**src/rtl/photo_frame_master_if.sv**
```systemverilog
// Frame handshake between the photo-frame bus master and its consumer.
// One frame is a 64-bit snapshot tagged with the ID of the slave it came from.
interface photo_frame_master_if;
    logic [63:0] frame_data;
    logic [2:0]  frame_id;
    logic        frame_valid;
    logic        frame_ready;

    modport master (
        output frame_data,
        output frame_id,
        output frame_valid,
        input  frame_ready
    );

    modport slave (
        input  frame_data,
        input  frame_id,
        input  frame_valid,
        output frame_ready
    );
endinterface

```
**src/rtl/photo_frame_master.sv**
```systemverilog
// Bus master that reads latched 64-bit light-curtain snapshots byte by byte.
// Defining CS_CHECK_EN enables chip-select and capture-flag checks on err.
module photo_frame_master #(
    parameter int         NSLAVE    = 7,
    parameter logic [7:0] IDLE_ADDR = 8'hE0
) (
    input  logic              clkin,
    input  logic              rstn,
    input  logic [NSLAVE-1:0] enwipein,
    input  logic [NSLAVE-1:0] csin,
    input  logic [7:0]        datain,
    output logic [7:0]        address,
    output logic              busy,
    output logic              err,
    photo_frame_master_if.master frame
);

    typedef enum logic [2:0] {
        IDLE    = 3'd0,
        READ    = 3'd1,
        OUT     = 3'd2,
        RELEASE = 3'd3,
        WAIT    = 3'd4
    } state_t;

    state_t            state;
    logic [NSLAVE-1:0] served;
    logic [NSLAVE-1:0] pending;
    logic [NSLAVE-1:0] sel;
    logic [2:0]        tgt;
    logic [2:0]        tgt_next;
    logic [3:0]        cnt;
    logic [55:0]       shreg;

    assign pending = ~enwipein & ~served;
    assign sel     = NSLAVE'(1) << tgt;
    assign busy    = (state != IDLE);

`ifdef CS_CHECK_EN
    logic cs_hit;
    logic enw_low;
    assign cs_hit  = |(csin & sel);
    assign enw_low = |(~enwipein & sel);
`else
    logic unused_csin;
    assign unused_csin = ^csin;
    assign err = 1'b0;
`endif

    // Lowest-numbered pending slave is served first.
    always_comb begin
        tgt_next = '0;
        for (int i = NSLAVE - 1; i >= 0; i--) begin
            if (pending[i]) tgt_next = 3'(i);
        end
    end

    // Read sequencer: address issue, byte capture, frame hand-off, release.
    always_ff @(posedge clkin or negedge rstn) begin
        if (!rstn) begin
            state             <= IDLE;
            address           <= IDLE_ADDR;
            served            <= '0;
            tgt               <= '0;
            cnt               <= '0;
            shreg             <= '0;
            frame.frame_data  <= '0;
            frame.frame_id    <= '0;
            frame.frame_valid <= 1'b0;
`ifdef CS_CHECK_EN
            err               <= 1'b0;
`endif
        end else begin
            unique case (state)
                IDLE: begin
                    if (|pending) begin
                        tgt     <= tgt_next;
                        address <= {tgt_next, 5'b00000};
                        cnt     <= 4'd1;
                        state   <= READ;
                    end else if (|served) begin
                        address <= 8'hFF;
                        state   <= RELEASE;
                    end
                end
                READ: begin
                    cnt <= cnt + 4'd1;
                    // Byte 7 stays on the bus one extra edge (cnt == 8).
                    if (cnt <= 4'd7) begin
                        address <= {tgt, 2'b00, cnt[2:0]};
                    end
                    // Slave data lags its address by two edges.
                    if (cnt >= 4'd2) begin
                        shreg <= {datain, shreg[55:8]};
`ifdef CS_CHECK_EN
                        if (!cs_hit) err <= 1'b1;
`endif
                    end
                    if (cnt == 4'd9) begin
                        frame.frame_data  <= {datain, shreg};
                        frame.frame_id    <= tgt;
                        frame.frame_valid <= 1'b1;
                        served            <= served | sel;
                        address           <= IDLE_ADDR;
                        state             <= OUT;
`ifdef CS_CHECK_EN
                        if (!enw_low) err <= 1'b1;
`endif
                    end
                end
                OUT: begin
                    if (frame.frame_ready) begin
                        frame.frame_valid <= 1'b0;
                        state             <= IDLE;
                    end
                end
                RELEASE: begin
                    address <= IDLE_ADDR;
                    served  <= '0;
                    state   <= WAIT;
                end
                // Lets the slaves' released flags settle before re-scan.
                WAIT: begin
                    state <= IDLE;
                end
                default: begin
                    state <= IDLE;
                end
            endcase
        end
    end

endmodule

```
**src/flat_wrapper.sv**
```systemverilog
// flat-port wrapper written by rule: the top's interface ports become plain ports
module photo_frame_master_flat 
#(
    parameter int         NSLAVE    = 7,
    parameter logic [7:0] IDLE_ADDR = 8'hE0
)
  (clkin, rstn, enwipein, csin, datain, address, busy, err, frame_frame_data, frame_frame_id, frame_frame_valid, frame_frame_ready);
  photo_frame_master_if frame_i ();
  input  logic clkin;
  input  logic rstn;
  input  logic [NSLAVE-1:0] enwipein;
  input  logic [NSLAVE-1:0] csin;
  input  logic [7:0] datain;
  output logic [7:0] address;
  output logic busy;
  output logic err;
  output wire logic [$bits(frame_i.frame_data)-1:0] frame_frame_data;
  output wire logic [$bits(frame_i.frame_id)-1:0] frame_frame_id;
  output wire logic [$bits(frame_i.frame_valid)-1:0] frame_frame_valid;
  input wire logic [$bits(frame_i.frame_ready)-1:0] frame_frame_ready;
  assign frame_frame_data = frame_i.frame_data;
  assign frame_frame_id = frame_i.frame_id;
  assign frame_frame_valid = frame_i.frame_valid;
  assign frame_i.frame_ready = frame_frame_ready;
  photo_frame_master #(.NSLAVE(NSLAVE), .IDLE_ADDR(IDLE_ADDR)) u_core (.clkin(clkin), .rstn(rstn), .enwipein(enwipein), .csin(csin), .datain(datain), .address(address), .busy(busy), .err(err), .frame(frame_i));
endmodule
```
**config.mk**
```make
export PLATFORM = sky130hd
export DESIGN_NAME = photo_frame_master_flat
export DESIGN_NICKNAME = d
export VERILOG_FILES = /design/src/rtl/photo_frame_master_if.sv /design/src/rtl/photo_frame_master.sv /design/src/flat_wrapper.sv
export SDC_FILE = /design/constraint.sdc
export NUM_CORES = 1
export LEC_CHECK = 0
export CAP_MARGIN = 20
export CORE_ASPECT_RATIO = 1.75
export CORE_MARGIN = 5
export CORE_UTILIZATION = 47
export DETAILED_ROUTE_END_ITERATION = 10
export GPL_ROUTABILITY_DRIVEN = 1
export GPL_TIMING_DRIVEN = 0
export PLACE_DENSITY = 0.84
export SYNTH_ARGS = -nofsm -noshare
export SYNTH_HDL_FRONTEND = slang
export SYNTH_SLANG_ARGS = --single-unit
```
**constraint.sdc**
```tcl
create_clock -name clkin -period 1.8 [get_ports clkin]
set_input_delay 0.45 -clock clkin [delete_from_list [all_inputs] [get_ports clkin]]
set_output_delay 0.45 -clock clkin [all_outputs]
set_load 0.05 [all_outputs]
```
---- Word-level counts from Yosys, hierarchy flattened ----
Index checks and enable logic that the tools add are counted.
word-level totals
  output and inout port bits .............. 78
  word-level logic and storage cells ...... 66
  bits of input ports ..................... 25
  register bits ........................... 149
cells by class
  add/subtract/negate cells ............... 1
  bitwise gates (word level) .............. 4
  eq/ne operators ......................... 9
  shift-type cells ........................ 1
  muxes and demuxes ....................... 24
  reductions and logical operators ........ 16
  $lt $le $gt $ge ......................... 2
operator list
  operator                                                               number
  3-bit 2-to-1 mux                                                       11
  8-bit 2-to-1 mux                                                       4
  8-bit one-hot mux with 3 select lines                                  1
  7-bit inverter                                                         2
  7-bit one-hot mux with 2 select lines                                  1
  7-bit OR reduction                                                     2
  3-bit one-hot mux with 4 select lines                                  1
  2-bit AND reduction                                                    5
  3-bit AND reduction                                                    3
  4-bit one-hot mux with 2 select lines                                  1
  7-bit bitwise AND                                                      1
  7-bit 2-to-1 mux                                                       1
  7-bit OR                                                               1
  1-bit by 3-bit << shifter with 7-bit output, first input constant      1
  3-bit by 2-bit == test with 1-bit output, second input constant        2
  3-bit by 1-bit != test with 1-bit output, second input constant        2
  2-bit nonzero test                                                     3
  3-bit nonzero test                                                     2
  4-bit by 1-bit adder with 4-bit output, second input constant          1
  4-bit == test, second input constant                                   1
  4-bit by 2-bit >= comparator with 1-bit output, second input constant  1
  4-bit by 3-bit <= comparator with 1-bit output, second input constant  1
  4-bit 2-to-1 mux                                                       1
  2-bit by 1-bit != test with 1-bit output, second input constant        2
  other kinds (5)                                                        6

---- Longest topological paths before layout ----
Gate-level depths: netlist of the first run.
  depth in word-level cells ............... 11
  gate-level depth with buffers ........... 9
  gate-level depth less buffers ........... 7

---- Least setup slack after synthesis of the first run ----
Ideal clock, no wire load.
  path type ............................... register -> register
  start point ............................. reg u_core.state[2]
  end point ............................... reg u_core.address[0]
  period minus slack after synthesis ...... 1.757 ns
  buffers on the path ..................... 1
  required time ........................... 1.675 ns
  stages on the path, launching flop included .. 6
  setup time .............................. 0.125 ns
  data arrival time ....................... 1.632 ns
  setup slack ............................. 0.043 ns
  path through ............................ dfrtp_1 > or3_4 > buf_6 > a32oi_2 > o31ai_4 > mux2_4
between the ends
  longest elaborated chain between the ends .. 3
ends and longest elaborated chain
  item                                                                                             line                      text
  start: declaration                                                                               photo_frame_master.sv:26  state_t state;
  start signal: assignment                                                                         photo_frame_master.sv:61  state <= IDLE;
  start signal: assignment                                                                         photo_frame_master.sv:80  state <= READ;
  start signal: assignment                                                                         photo_frame_master.sv:83  state <= RELEASE;
  3-bit by 1-bit == test with 1-bit output (tied with other cells)                                 photo_frame_master.sv:74  unique case (state)
  3-bit by 1-bit != test with 1-bit output (no line) / 3-bit nonzero test (equally long branches)  -
  3-bit AND reduction (no line)                                                                    -
  end signal: assignment                                                                           photo_frame_master.sv:78  address <= {tgt_next, 5'b00000};
  end signal: assignment                                                                           photo_frame_master.sv:90  address <= {tgt, 2'b00, cnt[2:0]};
  end: declaration                                                                                 photo_frame_master.sv:12  output logic [7:0] address,
Parallel ways exist; a longest one is shown, timed or not.
A chain may end at the register's enable or synchronous reset.

---- Final worst setup path of the first run ----
  start point ............................. reg u_core.state[2]
  end point ............................... out busy
between the ends
  longest elaborated chain between the ends .. 1
ends and longest elaborated chain
  item                line                      text
  3-bit nonzero test  photo_frame_master.sv:37  assign busy = (state != IDLE);
  end: declaration    flat_wrapper.sv:15        output logic busy;
No other way between the ends.

==> results.toml, run 1 <==
[synth]
synth_area_leaders = "dfrtp_1, nand2_1, mux2_1"
synth_seq_cells = 148
syn_nets = 559
syn_area_um2 = 5900
synth_top_area_frac = 0.615
yosys_most_used_dff = "dfrtp_1"
yosys.area.top_type = "dfrtp_1"
synth.avg_cell_area_um2 = 11.1
synth_edf_count = 0
syn_inst = 531
synthArstFlopShare = 1.00
yosysSeqAreaShare = 0.629
yosysUniqueCellTypes = 42
yosysWarnings = 0

[worst_setup_path]
start_kind = "register"
path_max_fanout = 10
crit_chain = "or3_4 > buf_6 > buf_6"
crit_path_frequent_cell = "buf_6"
cp.arrival_ns = 1.54
worstSetupEndpointType = "output port"
worstSetupPathType = "register to output port"
cpPeakStageDelay_ns = 0.42
required_ns = 1.35
slowest_stage = "or3_4"

[timing]
fin_skew_ns = 0.0133
post-route-period-util = 1.10
finalHoldViolCount = 0
grt_setup_unrepaired = "true"
maxSlewHeadroom = 0.479
tightest_slew_ns = 0.782
layout_setup_ws_ns = -0.186
clock.fmax_ghz = 0.504
setup_violations = 123
slew_violations = 0
finalCriticalPeriod_ns = 1.99

[global_route]
grt_start_max_net_pins = 85
antenna_found_initial = 0
grt_pass1_vias = 4644
grt_use_total = 0.205
overflow = 0
grt_pass1_wl_um = 23300

[detailed_routing]
post_drt_wl_per_cell_um = 19.9
drtAntennaViolNets = 0
drt_first_pass_iters = 5
via_per_inst = 5.35
drtIter0Drc = 307
routed_wl_um = 17100
vias = 4605
drc = 0

[clock_tree]
clk_pin_slew_worst_paths_ns = 0.07
cts_tree = "yes"
clock-sinks = 148
clkLatencyLatePin_ns = 0.42
root_buffer = "clkbuf_16"
cts_buffers = 17
clock_path_buffers = 2
cts-htree-levels = 4
cts_hold_buf = 0

[floorplan]
die_h_um = 158
num_io_pins = 103
core-area_um2 = 12400
rows = 54
dieWidth_um = 94.7
die_area_um2 = 15000
start_util = 0.477

[status]
failed_checks = "setup timing"
status = "finished with violations"

[run]
maxCapViolations = 0

[final_layout]
final_common_cell = "nand2_1"
fin_cells = 860
mostFrequentLayoutCells = "nand2_1, dfrtp_1, nand2_2"
finalCoreUtilization = 0.702
fin_nets = 707
fin_area_um2 = 8680
area_delta_synth_final_pct = 47.1
insertedDiodeCount = 0
final_layout_size_suffix_gt1_frac = 0.396

[pwr]
power_w = 0.0184
power_density_nw_per_um2 = 2120
p_int_w = 0.0110
p_comb_frac = 0.470
p_leak_nw = 4.32
pwr-share-clk = 0.204
p_seq_frac = 0.326
switching_power_w = 0.00742
irDropWorstVdd_mv = 1.27
sw_frac_of_total = 0.403

[placement]
dp.final_hpwl_um = 9760
io_buffers = 94
post-place-ws_ns = -0.624
place.gp.congestion = 0.847
placed_cells = 794
placed_area_um2 = 7080

[hold_path]
hold_class = "input port to async pin"
## cell families after synthesis
kind of cell	share of synthesized area
simple gates	0.172
flops	0.629
xor+xnor	0.00297
buf+inv	0.0265
fa+ha+maj	0.00636
other cells	0.000636
mux	0.124
compound gates	0.0388
## worst max-delay path: cells and delay by family, from the launching register on
| family | cells | cell delay [ns] |
|---|---|---|
| buf+inv | 2 | 0.31 |
| flops | 1 | 0.39 |
| simple gates | 1 | 0.42 |
## stage by stage
stage | TNS (ns) | hold slack, ns
floorplan | 0 | 0.154
global placement | -789.89 | 0.445
finish | -8.68 | 0.0716
detailed placement | -28.75 | 0.446
CTS | -0.242 | 0.104
global route | -15.74 | 0.135
## cells in the mapped netlist (all sizes together), types with 2 or more instances
cell type / instances
mux2: 61
nand2b: 2
o22ai: 10
xor2: 2
clkbuf: 6
nor2: 24
a32o: 2
buf: 18
ha: 3
nand3: 2
nand2: 211
o21ai: 2
dfrtp: 145
nor2b: 3
a21oi: 7
inv: 6
o22a: 2
nor4: 3
nor3: 3
a31oi: 2
mux2i: 3
dfstp: 3
or3: 2
## power by group through the flow
stage          clock [W]  combinational [W]  sequential [W]
6_report         0.00376            0.00865         0.00599
5_1_grt          0.00394            0.00907         0.00611
4_1_cts          0.00377            0.00663         0.00570
3_5_place_dp           0            0.00639         0.00576
3_3_place_gp           0            0.00624         0.00570
2_1_floorplan          0            0.00269         0.00733
## registers in the layout (all words and copies together) (netlist names), 3 cells and up
signal                   count
u_core.cnt                   4
u_core.address               7
u_core.frame.frame_data     64
u_core.served                7
u_core.shreg                56
u_core.state                 3
u_core.tgt                   3
u_core.frame.frame_id        3
## cell type report
cell class	instances	area [µm²]
flip-flops and latches	148	3710
fillers	811	3690
multi-input cells	353	2510
repair buffers	130	1320
clock buffers	18	439
plain buffers	23	280
well taps	168	210
clock inverters	14	188
inverters	6	22.5
## what timing repair did
action,CTS,global route
gates cloned,0,10
pin swaps,3,102
buffers inserted,15,11
gates resized for setup,128,251
endpoints found under the setup margin,215,164
## per-layer routing
metal | routed length (µm) | GRT usage | vias up
met5 | 0 | 0 | -
li1 | - | - | 2032
met2 | 9640 | 0.373 | 160
met1 | 6250 | 0.229 | 2359
met3 | 603 | 0.0428 | 54
met4 | 625 | 0.0840 | 0
## final timing paths
| kind | start | to | slack [ns] | cells past startpoint |
|---|---|---|---|---|
| setup / recovery | u_core.state[2] | busy | -0.19 | 3 |
| hold / removal | rstn | u_core.frame.frame_data[13] | 0.07 | 1 |
| setup reg to reg | u_core.cnt[1] | u_core.shreg[0] | -0.13 | 7 |
| hold reg to reg | u_core.address[7] | u_core.address[7] | 0.47 | 2 |
| max in group asynchronous | rstn | u_core.address[7] | 0.87 | 2 |
| min in group clkin | u_core.address[7] | u_core.address[7] | 0.47 | 2 |
No activity file was read; power rests on OpenSTA's default activity.
==> inputs of run 2 (changes only) <==
--- a/config.mk
+++ b/config.mk
@@ -7,7 +7,7 @@
 export LEC_CHECK = 0
 export CAP_MARGIN = 20
 export CORE_ASPECT_RATIO = 1.75
-export CORE_MARGIN = 5
+export CORE_MARGIN = 10
 export CORE_UTILIZATION = 47
 export DETAILED_ROUTE_END_ITERATION = 10
 export GPL_ROUTABILITY_DRIVEN = 1
@@ -16,3 +16,4 @@
 export SYNTH_ARGS = -nofsm -noshare
 export SYNTH_HDL_FRONTEND = slang
 export SYNTH_SLANG_ARGS = --single-unit
+export TNS_END_PERCENT = 20
==> results.toml, run 2 (synthesis gave the netlist of run 1 again) <==
[status]
status = "finished with violations"
failed_checks = "setup timing"

[detailed_routing]
drtIter0Drc = 197
vias = 4379
drt_first_pass_iters = 4
post_drt_wl_per_cell_um = 17.7
via_per_inst = 5.16
drtAntennaViolNets = 0
drc = 0
routed_wl_um = 15000

[clock_tree]
cts-htree-levels = 4
clock-sinks = 148
cts_tree = "yes"
cts_buffers = 17
clkLatencyLatePin_ns = 0.41
clk_pin_slew_worst_paths_ns = 0.06
cts_hold_buf = 0
root_buffer = "clkbuf_16"
clock_path_buffers = 2

[worst_setup_path]
cpPeakStageDelay_ns = 0.41
start_kind = "register"
critPathBufInv = 2
slowest_stage = "dfrtp_2"
crit_chain = "or3_4 > buf_8 > buf_8"
critPathTopFamily = "flip-flops"
cp.arrival_ns = 1.50
path_max_fanout = 5
worstSetupPathType = "register to output port"
worstSetupEndpointType = "output port"
crit_path_frequent_cell = "buf_8"
required_ns = 1.35

[timing]
tightest_slew_ns = 0.741
layout_setup_ws_ns = -0.151
setup_violations = 8
slew_violations = 0
whs_ns = 0.0815
post-route-period-util = 1.08
fin_skew_ns = 0.0124
maxSlewHeadroom = 0.506
clock.fmax_ghz = 0.513
finalCriticalPeriod_ns = 1.95
finalHoldViolCount = 0
grt_setup_unrepaired = "true"

[placement]
io_buffers = 94
dp.final_hpwl_um = 10000
place.gp.congestion = 0.865
placed_area_um2 = 7080

[final_layout]
insertedDiodeCount = 0
final_layout_size_suffix_gt1_frac = 0.210
mostFrequentLayoutCells = "nand2_1, dfrtp_1, dlygate4sd2_1"
fin_nets = 696
top_register = "u_core.frame.frame_data"
fillCellCount = 921
top_regs = "u_core.frame.frame_data (64), u_core.shreg (56)"
area_delta_synth_final_pct = 37.2
final_common_cell = "nand2_1"
largest_register_ffs = 64
fin_area_um2 = 8090

[floorplan]
start_util = 0.477
core-area_um2 = 12400
num_io_pins = 103
die_h_um = 168
die_area_um2 = 17600
dieWidth_um = 105
rows = 54

[global_route]
grt_pass1_vias = 4661
overflow = 0
grt_pass1_wl_um = 23800
antenna_found_initial = 0
grt_use_total = 0.167
grt_start_max_net_pins = 82

[run]
maxCapViolations = 0

[pwr]
irDropWorstVdd_mv = 1.13
p_leak_nw = 4.16
power_density_nw_per_um2 = 2060

[hold_path]
hold_class = "input port to async pin"
==> run 2: changes by cell type in the layout (fill, tap and decap cells not counted), sizes merged, moves of 3 or more <==
| cell | change |
|---|---|
| clkbuf | -26 |
| dlygate4sd2 | +37 |
| buf | -4 |
| inv | -3 |
| clkdlybuf4s15 | -15 |
==> run 2: path summary, 6_finish.rpt <==
check / depth (start not counted) / slack [ns] / end / from
min: 1 / 0.08 / u_core.frame.frame_data[14] / rstn
max in group asynchronous: 2 / 0.95 / u_core.frame.frame_data[44] / rstn
min in group clkin: 2 / 0.46 / u_core.frame.frame_data[0] / u_core.frame.frame_data[0]
max: 3 / -0.15 / busy / u_core.state[1]
max reg2reg: 7 / -0.14 / u_core.address[4] / u_core.state[1]
min reg2reg: 2 / 0.46 / u_core.frame.frame_data[0] / u_core.frame.frame_data[0]
==> run 2: routing by layer <==
layer  up-vias  GRT usage  share of wire
met4         0     0.0881          0.032
li1       2013          -              -
met2       116      0.309           0.55
met3        31     0.0420          0.045
met5         -          0              0
met1      2219      0.167           0.37
==> run 2: layout make-up <==
class,count,area [µm²],share of cell area
clock inverter,11,148,0.0182
timing repair buffer,119,1160,0.144
sequential,148,3710,0.458
buffer,23,226,0.0280
tap,168,210,0.0260
clock buffer,21,460,0.0569
inverter,6,22.5,0.00278
multi-input combinational,353,2150,0.266
==> run 2: power by group <==
| group | internal, W | switching, W | total [W] |
|---|---|---|---|
| registers | 0.00470 | 0.00105 | 0.00575 |
| clock network | 0.00226 | 0.00137 | 0.00363 |
| logic | 0.00300 | 0.00426 | 0.00726 |
==> run 2: timing repair <==
action	CTS	global route
pin swaps	7	8
gates resized for setup	133	67
gates cloned	2	1
endpoints found under the hold margin	0	0
setup endpoints to repair	215	157
setup buffers	8	13
==> run 2: per-stage QoR <==
step / power [W] / setup TNS [ns] / utilization / instances / worst slack (ns)
final: 0.0166 / -0.754 / 0.655 / 849 / -0.151
after detailed placement: 0.0122 / -30.66 / 0.572 / 794 / -0.596
after floorplan: 0.0100 / 0 / - / 531 / 0.0434
after CTS: 0.0161 / -0.418 / 0.635 / 835 / -0.185
after global routing: 0.0174 / -2.76 / 0.655 / 849 / -0.185
after global placement: 0.0119 / -793.27 / 0.570 / 793 / -5.22
